==> config.mk <==
export PLATFORM = sky130hd
export DESIGN_NAME = pim_matmul_unit_flat
export DESIGN_NICKNAME = d
export VERILOG_FILES = /design/src/rtl/pim_matmul_unit_pkg.sv /design/src/rtl/pim_matmul_unit_if.sv /design/src/rtl/pim_matmul_unit_mac.sv /design/src/rtl/pim_matmul_unit.sv /design/src/flat_wrapper.sv
export SDC_FILE = /design/constraint.sdc
export NUM_CORES = 2
export LEC_CHECK = 0
export ABC_AREA = 1
export BUFFER_PORTS_ARGS = -buffer_cell sky130_fd_sc_hd__buf_2
export CORE_AREA = 2 2 616 618
export CTS_CLUSTER_DIAMETER = 50
export DETAILED_ROUTE_END_ITERATION = 6
export DIE_AREA = 0 0 618 620
export GPL_TIMING_DRIVEN = 1
export MAX_ROUTING_LAYER = met4
export SLEW_MARGIN = 25
export SYNTH_ARGS = -nofsm -noshare
export SYNTH_HDL_FRONTEND = slang
export SYNTH_SLANG_ARGS = --single-unit
==> constraint.sdc <==
create_clock -name clk -period 9.43 [get_ports clk]
set_input_delay 1.4145 -clock clk [delete_from_list [all_inputs] [get_ports clk]]
set_output_delay 1.4145 -clock clk [all_outputs]
set_load 0.03 [all_outputs]
==> src/rtl/pim_matmul_unit_pkg.sv <==
// Shared types for the PIM matrix-multiply responder: sizes, flat matrix type and FSM states.
package types;
  localparam int WIDTH       = 32;
  localparam int MATRIX_SIZE = 4;
  localparam int LEN         = MATRIX_SIZE * MATRIX_SIZE;

  // Row-major flat matrix: element [r][c] lives at index r*MATRIX_SIZE+c.
  typedef logic [LEN-1:0][WIDTH-1:0] matrix_t;

  typedef enum logic [1:0] {
    IDLE = 2'd0,
    MAC  = 2'd1,
    DONE = 2'd2
  } pim_mm_state_t;
endpackage

==> src/rtl/pim_matmul_unit_if.sv <==
// Memory-side/compute-side bus of the start/result_ready matrix-multiply handshake.
interface pim_matmul_unit_if #(
  parameter int WIDTH       = types::WIDTH,
  parameter int MATRIX_SIZE = types::MATRIX_SIZE,
  parameter int CYC_W       = 16
);
  localparam int LEN = MATRIX_SIZE * MATRIX_SIZE;

  // start is a one-cycle request taken only when the unit is idle; operands are valid
  // in that cycle alone. result_ready pulses once per accepted start, and result is
  // only meaningful on that pulse. busy spans accept edge through the completion cycle.
  logic                      start;
  logic [LEN-1:0][WIDTH-1:0] matrix_A;
  logic [LEN-1:0][WIDTH-1:0] matrix_B;
  logic [LEN-1:0][WIDTH-1:0] result;
  logic                      result_ready;
  logic                      busy;
  logic [CYC_W-1:0]          compute_cycles;

  modport master (
    output start, matrix_A, matrix_B,
    input  result, result_ready, busy, compute_cycles
  );

  modport slave (
    input  start, matrix_A, matrix_B,
    output result, result_ready, busy, compute_cycles
  );
endinterface

==> src/rtl/pim_matmul_unit_mac.sv <==
// Combinational multiply-accumulate: sum = acc + a*b, everything modulo 2^WIDTH.
module pim_mac #(
  parameter int WIDTH = types::WIDTH
) (
  input  logic [WIDTH-1:0] a,
  input  logic [WIDTH-1:0] b,
  input  logic [WIDTH-1:0] acc,
  output logic [WIDTH-1:0] sum
);
  logic [WIDTH-1:0] prod;

  assign prod = a * b;
  assign sum  = acc + prod;
endmodule

==> src/rtl/pim_matmul_unit.sv <==
// Matrix-multiply responder: captures A/B on start, computes A x B with one time-shared MAC.
// Optional build macro PIM_SPARSE_SKIP_EN skips k-steps whose A element is zero.
module pim_matmul_unit
  import types::*;
#(
  parameter int WIDTH       = types::WIDTH,
  parameter int MATRIX_SIZE = types::MATRIX_SIZE,
  parameter int CYC_W       = 16
) (
  input  logic           clk,
  input  logic           rst,
  pim_matmul_unit_if.slave bus,
  output pim_mm_state_t  dbg_state
);
  localparam int N     = MATRIX_SIZE;
  localparam int LEN   = N * N;
  localparam int IDX_W = (N > 1) ? $clog2(N) : 1;
  localparam int LEN_W = (LEN > 1) ? $clog2(LEN) : 1;

  typedef logic [IDX_W-1:0] idx_t;

  pim_mm_state_t             state_q, state_d;
  logic [LEN-1:0][WIDTH-1:0] a_q, b_q, res_q;
  idx_t                      i_q, j_q, k_q;
  idx_t                      i_nxt, j_nxt;
  idx_t                      k_step, k_first_row, k_first_acc;
  logic [WIDTH-1:0]          acc_q, sum;
  logic [CYC_W-1:0]          cnt_q, cyc_q;
  logic                      busy_q;
  logic                      last_k, last_elem, j_wrap;
  logic [LEN_W-1:0]          a_idx, b_idx, r_idx;

  assign a_idx = LEN_W'(i_q) * LEN_W'(N) + LEN_W'(k_q);
  assign b_idx = LEN_W'(k_q) * LEN_W'(N) + LEN_W'(j_q);
  assign r_idx = LEN_W'(i_q) * LEN_W'(N) + LEN_W'(j_q);

  pim_mac #(.WIDTH(WIDTH)) u_mac (
    .a   (a_q[a_idx]),
    .b   (b_q[b_idx]),
    .acc (acc_q),
    .sum (sum)
  );

  assign j_wrap    = (j_q == idx_t'(N - 1));
  assign j_nxt     = j_wrap ? '0 : j_q + idx_t'(1);
  assign i_nxt     = j_wrap ? i_q + idx_t'(1) : i_q;
  assign last_elem = (i_q == idx_t'(N - 1)) && j_wrap;

`ifdef PIM_SPARSE_SKIP_EN
  logic [N-1:0][N-1:0] mask_q, mask_in;
  logic [IDX_W:0]      nxt_in_row;

  // Lowest set bit of m at or above lo; returns N when there is none.
  function automatic logic [IDX_W:0] find_set(input logic [N-1:0] m, input int lo);
    find_set = (IDX_W + 1)'(N);
    for (int b = N - 1; b >= 0; b--)
      if (b >= lo && m[b]) find_set = (IDX_W + 1)'(b);
  endfunction

  // An all-zero row still gets one step at k=0, where A is zero, so it writes 0.
  function automatic idx_t first_k(input logic [N-1:0] m);
    logic [IDX_W:0] f;
    f = find_set(m, 0);
    first_k = (f >= (IDX_W + 1)'(N)) ? '0 : f[IDX_W-1:0];
  endfunction

  always_comb begin
    mask_in = '0;
    for (int r = 0; r < N; r++)
      for (int c = 0; c < N; c++)
        mask_in[r][c] = |bus.matrix_A[r*N+c];
  end

  always_ff @(posedge clk) begin
    if (rst)                               mask_q <= '0;
    else if (state_q == IDLE && bus.start) mask_q <= mask_in;
  end

  assign nxt_in_row  = find_set(mask_q[i_q], int'(k_q) + 1);
  assign last_k      = (nxt_in_row >= (IDX_W + 1)'(N));
  assign k_step      = nxt_in_row[IDX_W-1:0];
  assign k_first_row = first_k(mask_q[i_nxt]);
  assign k_first_acc = first_k(mask_in[0]);
`else
  assign last_k      = (k_q == idx_t'(N - 1));
  assign k_step      = k_q + idx_t'(1);
  assign k_first_row = '0;
  assign k_first_acc = '0;
`endif

  always_comb begin
    state_d = state_q;
    unique case (state_q)
      IDLE:    if (bus.start) state_d = MAC;
      MAC:     if (last_k && last_elem) state_d = DONE;
      DONE:    state_d = IDLE;
      default: state_d = IDLE;
    endcase
  end

  always_ff @(posedge clk) begin
    if (rst) begin
      state_q <= IDLE;
      a_q     <= '0;
      b_q     <= '0;
      res_q   <= '0;
      i_q     <= '0;
      j_q     <= '0;
      k_q     <= '0;
      acc_q   <= '0;
      cnt_q   <= '0;
      cyc_q   <= '0;
      busy_q  <= 1'b0;
    end else begin
      state_q <= state_d;
      unique case (state_q)
        IDLE: if (bus.start) begin
          a_q    <= bus.matrix_A;
          b_q    <= bus.matrix_B;
          i_q    <= '0;
          j_q    <= '0;
          k_q    <= k_first_acc;
          acc_q  <= '0;
          cnt_q  <= '0;
          busy_q <= 1'b1;
        end
        MAC: begin
          if (cnt_q != '1) cnt_q <= cnt_q + 1'b1;
          if (last_k) begin
            res_q[r_idx] <= sum;
            acc_q        <= '0;
            k_q          <= k_first_row;
            j_q          <= j_nxt;
            i_q          <= i_nxt;
          end else begin
            acc_q <= sum;
            k_q   <= k_step;
          end
        end
        DONE: begin
          cyc_q  <= cnt_q;
          busy_q <= 1'b0;
        end
        default: ;
      endcase
    end
  end

  assign bus.result         = res_q;
  assign bus.result_ready   = (state_q == DONE);
  assign bus.busy           = busy_q;
  assign bus.compute_cycles = cyc_q;
  assign dbg_state          = state_q;
endmodule

==> src/flat_wrapper.sv <==
// flat-port wrapper written by rule: the top's interface ports become plain ports
module pim_matmul_unit_flat import types::*;
#(
  parameter int WIDTH       = types::WIDTH,
  parameter int MATRIX_SIZE = types::MATRIX_SIZE,
  parameter int CYC_W       = 16
)
  (clk, rst, dbg_state, bus_start, bus_matrix_A, bus_matrix_B, bus_result, bus_result_ready, bus_busy, bus_compute_cycles);
  pim_matmul_unit_if #(.WIDTH(WIDTH), .MATRIX_SIZE(MATRIX_SIZE), .CYC_W(CYC_W)) bus_i ();
  input  logic clk;
  input  logic rst;
  output pim_mm_state_t dbg_state;
  input wire logic [$bits(bus_i.start)-1:0] bus_start;
  input wire logic [$bits(bus_i.matrix_A)-1:0] bus_matrix_A;
  input wire logic [$bits(bus_i.matrix_B)-1:0] bus_matrix_B;
  output wire logic [$bits(bus_i.result)-1:0] bus_result;
  output wire logic [$bits(bus_i.result_ready)-1:0] bus_result_ready;
  output wire logic [$bits(bus_i.busy)-1:0] bus_busy;
  output wire logic [$bits(bus_i.compute_cycles)-1:0] bus_compute_cycles;
  assign bus_i.start = bus_start;
  assign bus_i.matrix_A = bus_matrix_A;
  assign bus_i.matrix_B = bus_matrix_B;
  assign bus_result = bus_i.result;
  assign bus_result_ready = bus_i.result_ready;
  assign bus_busy = bus_i.busy;
  assign bus_compute_cycles = bus_i.compute_cycles;
  pim_matmul_unit #(.WIDTH(WIDTH), .MATRIX_SIZE(MATRIX_SIZE), .CYC_W(CYC_W)) u_core (.clk(clk), .rst(rst), .bus(bus_i), .dbg_state(dbg_state));
endmodule
# ---- Word-level counts from Yosys, hierarchy flattened
# Cells that the tools add are included.
dict set report word_totals {
  ff_bits 1609
  word_cells 121
  output_inout_bits 532
  input_bits 1027
}
dict set report classes {
  n_addsub 8
  magnitude_cmp 4
  eq_ne 11
  n_reduce_logical 14
  mux 27
  multipliers 1
}
# cell count
set op_table {}
lappend op_table {{bitwise mux 512 bit} 1}
lappend op_table {{binary-select mux 32 bit (select 4 bit)} 2}
lappend op_table {{2-to-1 mux 32 bit} 5}
lappend op_table {{demux 32 bit (select 4 bit)} 1}
lappend op_table {{case mux 32 bit (2 select lines)} 1}
lappend op_table {{adder 32 bit} 1}
lappend op_table {{multiplier 32 x 32 -> 32 bit} 1}
lappend op_table {{2-to-1 mux 16 bit} 2}
lappend op_table {{case mux 16 bit (2 select lines)} 1}
lappend op_table {{adder 16 x 1 -> 16 bit (second input constant)} 1}
lappend op_table {{2-to-1 mux 2 bit} 8}
lappend op_table {{inequality test 16 bit (second input constant)} 1}
lappend op_table {{case mux 2 bit (2 select lines)} 4}
lappend op_table {{< comparator 4 x 5 -> 1 bit (second input constant)} 3}
lappend op_table {{adder 4 x 2 -> 4 bit} 3}
lappend op_table {{AND reduction 2 bit} 5}
lappend op_table {{== test 2 bit (second input constant)} 4}
lappend op_table {{inequality test 2 x 1 -> 1 bit (second input constant)} 4}
lappend op_table {{adder 2 x 1 -> 2 bit (second input constant)} 3}
lappend op_table {{AND reduction 3 bit} 2}
lappend op_table {{greater-or-equal comparator 4 x 1 -> 1 bit (second input constant)} 1}
lappend op_table {{AND reduction 4 bit} 1}
lappend op_table {{nonzero test 2 bit} 2}
lappend op_table {{logical AND 1 bit} 3}
lappend op_table {{5 further kinds} 5}

# ---- Logic depth before layout (Yosys ltp)
dict set report logic_depth {
  depth_word 7
  ltp_mapped 46
  ltp_nobuf 41
}

# ---- By module
# A second synthesis with hierarchy kept.
dict set report hier_totals {
  hier_cells 11377
  area_unflattened_um2 82492.9
}
# module area_each_um2 seq_area_each_um2 instances cells_per_inst
set modules_own_cells {}
lappend modules_own_cells {pim_matmul_unit 64310.4 32210.9 1 8866}
lappend modules_own_cells {pim_mac 18182.4 0.0 1 2511}

# ---- Least setup slack after synthesis
# No wires, ideal clock.
dict set report synth_timing {
  kind {flip-flop to flip-flop}
  start {reg u_core.j_q[1]}
  end {reg u_core.res_q (netlist bit u_core.bus.result[510])}
  path_stages_with_launch 40
  setup_time_ns 0.057
  t_required_ns 9.373
  slack_ns 1.241
  n_path_buf 7
  period_less_slack_ns 8.189
  arrival_ns 8.131
  path_cell_list {dfxtp_1 -> buf_4 -> inv_2 -> buf_4 -> buf_4 -> buf_2 -> o21ai_1 -> o221ai_1 -> o211ai_1 -> nand2_1 -> clkbuf_1 -> buf_1 -> nand2_1 -> inv_1 -> fa_1 -> fa_1 -> fa_1 -> inv_1 -> (+4 left out) -> fa_1 -> inv_1 -> fa_1 -> inv_1 -> fa_1 -> inv_1 -> ha_1 -> nand4_1 -> o221ai_1 -> a221oi_1 -> nand2_1 -> a21oi_1 -> nor2_1 -> nor2_1 -> xor2_1 -> clkbuf_1 -> o21ai_0 -> inv_1}
}
dict set report synth_via {
  elab_chain_len 6
  word_cells_on_any_way 12
  cone_classes {3 x add/sub; 1 x mul; 2 x order compare; 5 x mux; 1 x reduce/logical}
}
# element line
set synth_lines {}
lappend synth_lines {{from (decl)} pim_matmul_unit.sv:24} ;# idx_t i_q, j_q, k_q;
lappend synth_lines {{from (signal assigned)} pim_matmul_unit.sv:133} ;# j_q <= j_nxt;
lappend synth_lines {{adder 4 x 2 -> 4 bit (on tied branches)} {pim_matmul_unit.sv:34, pim_matmul_unit.sv:35}}
lappend synth_lines {{binary-select mux 32 bit (select 4 bit), or another cell as far along} pim_matmul_unit.sv:39} ;# .b (b_q[b_idx]),
lappend synth_lines {{2-to-1 mux 32 bit (not written as such) / logical AND 1 bit (equally long branches)} {pim_matmul_unit.sv:39, pim_matmul_unit.sv:130}}
lappend synth_lines {{multiplier 32 x 32 -> 32 bit / 2-to-1 mux 32 bit (equally long branches)} {pim_matmul_unit_mac.sv:12, pim_matmul_unit.sv:130}}
lappend synth_lines {{adder 32 bit / demux 32 bit (select 4 bit) (equally long branches)} -}
lappend synth_lines {{bitwise mux 512 bit (*)} pim_matmul_unit.sv:130} ;# res_q[r_idx] <= sum;
lappend synth_lines {{to (signal, indexed assignment)} pim_matmul_unit.sv:130}
lappend synth_lines {{to (decl)} pim_matmul_unit.sv:23} ;# logic [LEN-1:0][WIDTH-1:0] a_q, b_q, res_q;
# Every way passes the cells marked *; elsewhere a longest branch is shown, timed or not. The select of a mux whose other input is x is not followed.
# A chain may end at the register's enable or synchronous reset.

# ---- Final worst setup path
dict set report layout_timing {
  start {reg u_core.j_q[1]}
  end {reg u_core.res_q (netlist bit u_core.bus.result[223])}
}
# Same word-level chain as after synthesis.

==> metrics.cfg <==
[placement]
dp_hpwl_um=340400
port_buffers=1558
globalplace.congestion=0.9564

[clocking]
tritoncts=done
clk_pin_slew_ns=0.06
clk_path_buf_depth=4
clkLatencyLatePin_ns=0.96
cts.sinks=1609
numCtsBuffers=223
htree_levels=4
cts-root-buf=clkbuf_16
ctsHoldBuffers=0

[synthesis]
synth.net_count=13147
synth_top_area_frac=0.3877
synth.area.top_cells=dfxtp_1, nor2_1, o21ai_0, fa_1, inv_1
syn_area_mm2=0.08308
ys_types=41
synth_cells=11548
synth_top_area_cell=dfxtp_1
synth-seq-cells=1609
yosys_warnings=0
yosysSeqAreaShare=0.3877
synth.avg_cell_area_um2=7.194

[timing]
rsz0062_at_grt=yes
fin_crit_ns=9.115
slew_headroom=0.2237
drv_slew=0
setup_viol=0
fmax_mhz=109.7
finalHoldViolations=0
whs_ns=0.4488
skew_ns=0.1423
period_share=0.9666
tightestPinTransition_ns=1.164

[worst_setup_path]
reg2reg_from=u_core.j_q[1]
crit_path_start_kind=register
cp_slowest_cell=o211ai_1
reg2reg_depth=37
critical_path.max_stage_delay_ns=0.57
regToRegSetupSlack_ns=0.31
cp.arrival_ns=9.89
critPathCaptureType=register
cp_common_cell=inv_1
crit_start=u_core.j_q[1]
cp_data_required_time_ns=10.20
r2r_end=u_core.bus.result[223]
crit_path_end=u_core.bus.result[223]
crit_type=register to register
cp_top_family=adder cells
crit_cells=37
critPathBufInv=15
path_max_fanout=29

[finish]
finalNetCount=14406
seqCellArea_mm2=0.03223
final_cell_mix=nor2_1, o21ai_0, dfxtp_1, inv_1, buf_2
fillers=41624
multi_input_area_mm2=0.04188
drive_above_1_share=0.1819
mostFrequentLayoutCell=nor2_1
syn_to_final_growth_pct=27.52

[worst_hold_path]
hold_path_class=register to register

[floorplanning]
start_util=0.2202
dieArea_mm2=0.3832
rows=226
io_pins=1559
placeableCoreArea_mm2=0.3772
die_h_um=620
dieWidth_um=618

[detailed_routing]
vias=83608
drtIter0Drc=8609
wl_per_cell_um=24.09
ant_nets=0
routed_via_density=4.591
drt-pass1-iter-count=7
drt_wl_total_um=438700
drc=0

[grt]
antenna_found_initial=194
grt_pass1_vias=78480
overflow=0
grt_max_degree=231
grt_pass1_wl_um=598200
grt_usage=0.2255

[run]
drv_cap=0

[outcome]
status=completed

[synthesized netlist by cell type (all sizes together)]
cell / instances
o31ai: 1
a21boi: 3
a21oi: 644
ha: 134
a221oi: 4
o21ai: 1976
o21a: 5
or2: 2
o211ai: 156
nor3: 10
clkbuf: 645
clkinv: 3
xor2: 20
o21bai: 4
fa: 438
o22ai: 14
a21o: 1
a211oi: 5
a31oi: 1
inv: 1588
xnor2: 17
nand3b: 7
dfxtp: 1609
o221ai: 22
nor4: 3
nand3: 370
nor2: 2598
nand4: 4
nand2: 1070
buf: 194
[metal layers]
metal  track usage  share of wire  vias up
li1              -              -    38969
met1        0.2726           0.40    40121
met2        0.3605           0.47     3643
met3       0.03583          0.072      875
met4        0.1207          0.062        0
met5             -              0        -
[cell type report]
type	instances	share of cell area
Multi-Input combinational cell	7509	0.3954
Sequential cell	1609	0.3042
Timing Repair Buffer	1873	0.1046
Tap cell	5016	0.05924
Inverter	1591	0.05686
Clock buffer	263	0.05666
Clock inverter	143	0.01815
Antenna cell	208	0.004913
[repair_timing]
action / 4_1_cts / 5_1_grt
gates cloned: 0 / 2
setup buffers: 0 / 5
pin swaps: 1 / 3
setup endpoints to repair: 37 / 189
resized for setup: 5 / 16
[flip-flops by register name, summed over array words and instances (netlist names)]
name                       count
u_core.j_q                     2
u_core.i_q                     2
u_core.b_q                   512
u_core.cnt_q                  16
u_core.acc_q                  32
u_core.bus.result            512
u_core.k_q                     2
u_core.a_q                   512
u_core.dbg_state               2
u_core.bus.busy                1
u_core.bus.compute_cycles     16
[worst register-to-register path: cells and delay by family, from the launching register on]
kind	cells	cell delay, ns
flops	1	0.50
compound gates	7	1.59
buf+inv	15	1.72
fa+ha+maj	9	4.26
simple gates	6	0.96
[kinds of logic after synthesis]
family,Yosys count,synth area share
DFF,1609,0.3877
xor gates and xnor gates,37,0.003901
buffers and inverters,2430,0.1145
AOI/OAI and AO/OA,2836,0.1777
and+or+nand+nor,4064,0.1904
adders and majority gates,572,0.1257
[how the worst min path moves through the flow]
stage | from | to | slack (ns) | cells past startpoint
2_1_floorplan | u_core.a_q[137] | u_core.a_q[137] | 0.42 | 2
3_3_place_gp | u_core.b_q[11] | u_core.b_q[11] | 0.44 | 2
3_5_place_dp | u_core.b_q[147] | u_core.b_q[147] | 0.44 | 2
4_1_cts | u_core.a_q[281] | u_core.a_q[281] | 0.45 | 2
5_1_grt | u_core.a_q[281] | u_core.a_q[281] | 0.47 | 2
6_report | u_core.b_q[147] | u_core.b_q[147] | 0.45 | 2
[stage by stage]
step,setup TNS (ns),instances,area (um2),util,setup slack [ns]
3_5_place_dp,-2.013,17591,97300,0.2579,-0.09444
2_1_floorplan,0,11548,83080,-,1.241
4_1_cts,0,17997,105200,0.2790,0.009235
3_3_place_gp,-1.738,17589,97240,0.2578,-0.1032
5_1_grt,-0.03552,18184,105900,0.2807,-0.03552
6_report,0,18212,105900,0.2808,0.3147
Power is not shown: default switching activity piles up to over one toggle a cycle in this logic, so the estimate is an artifact.
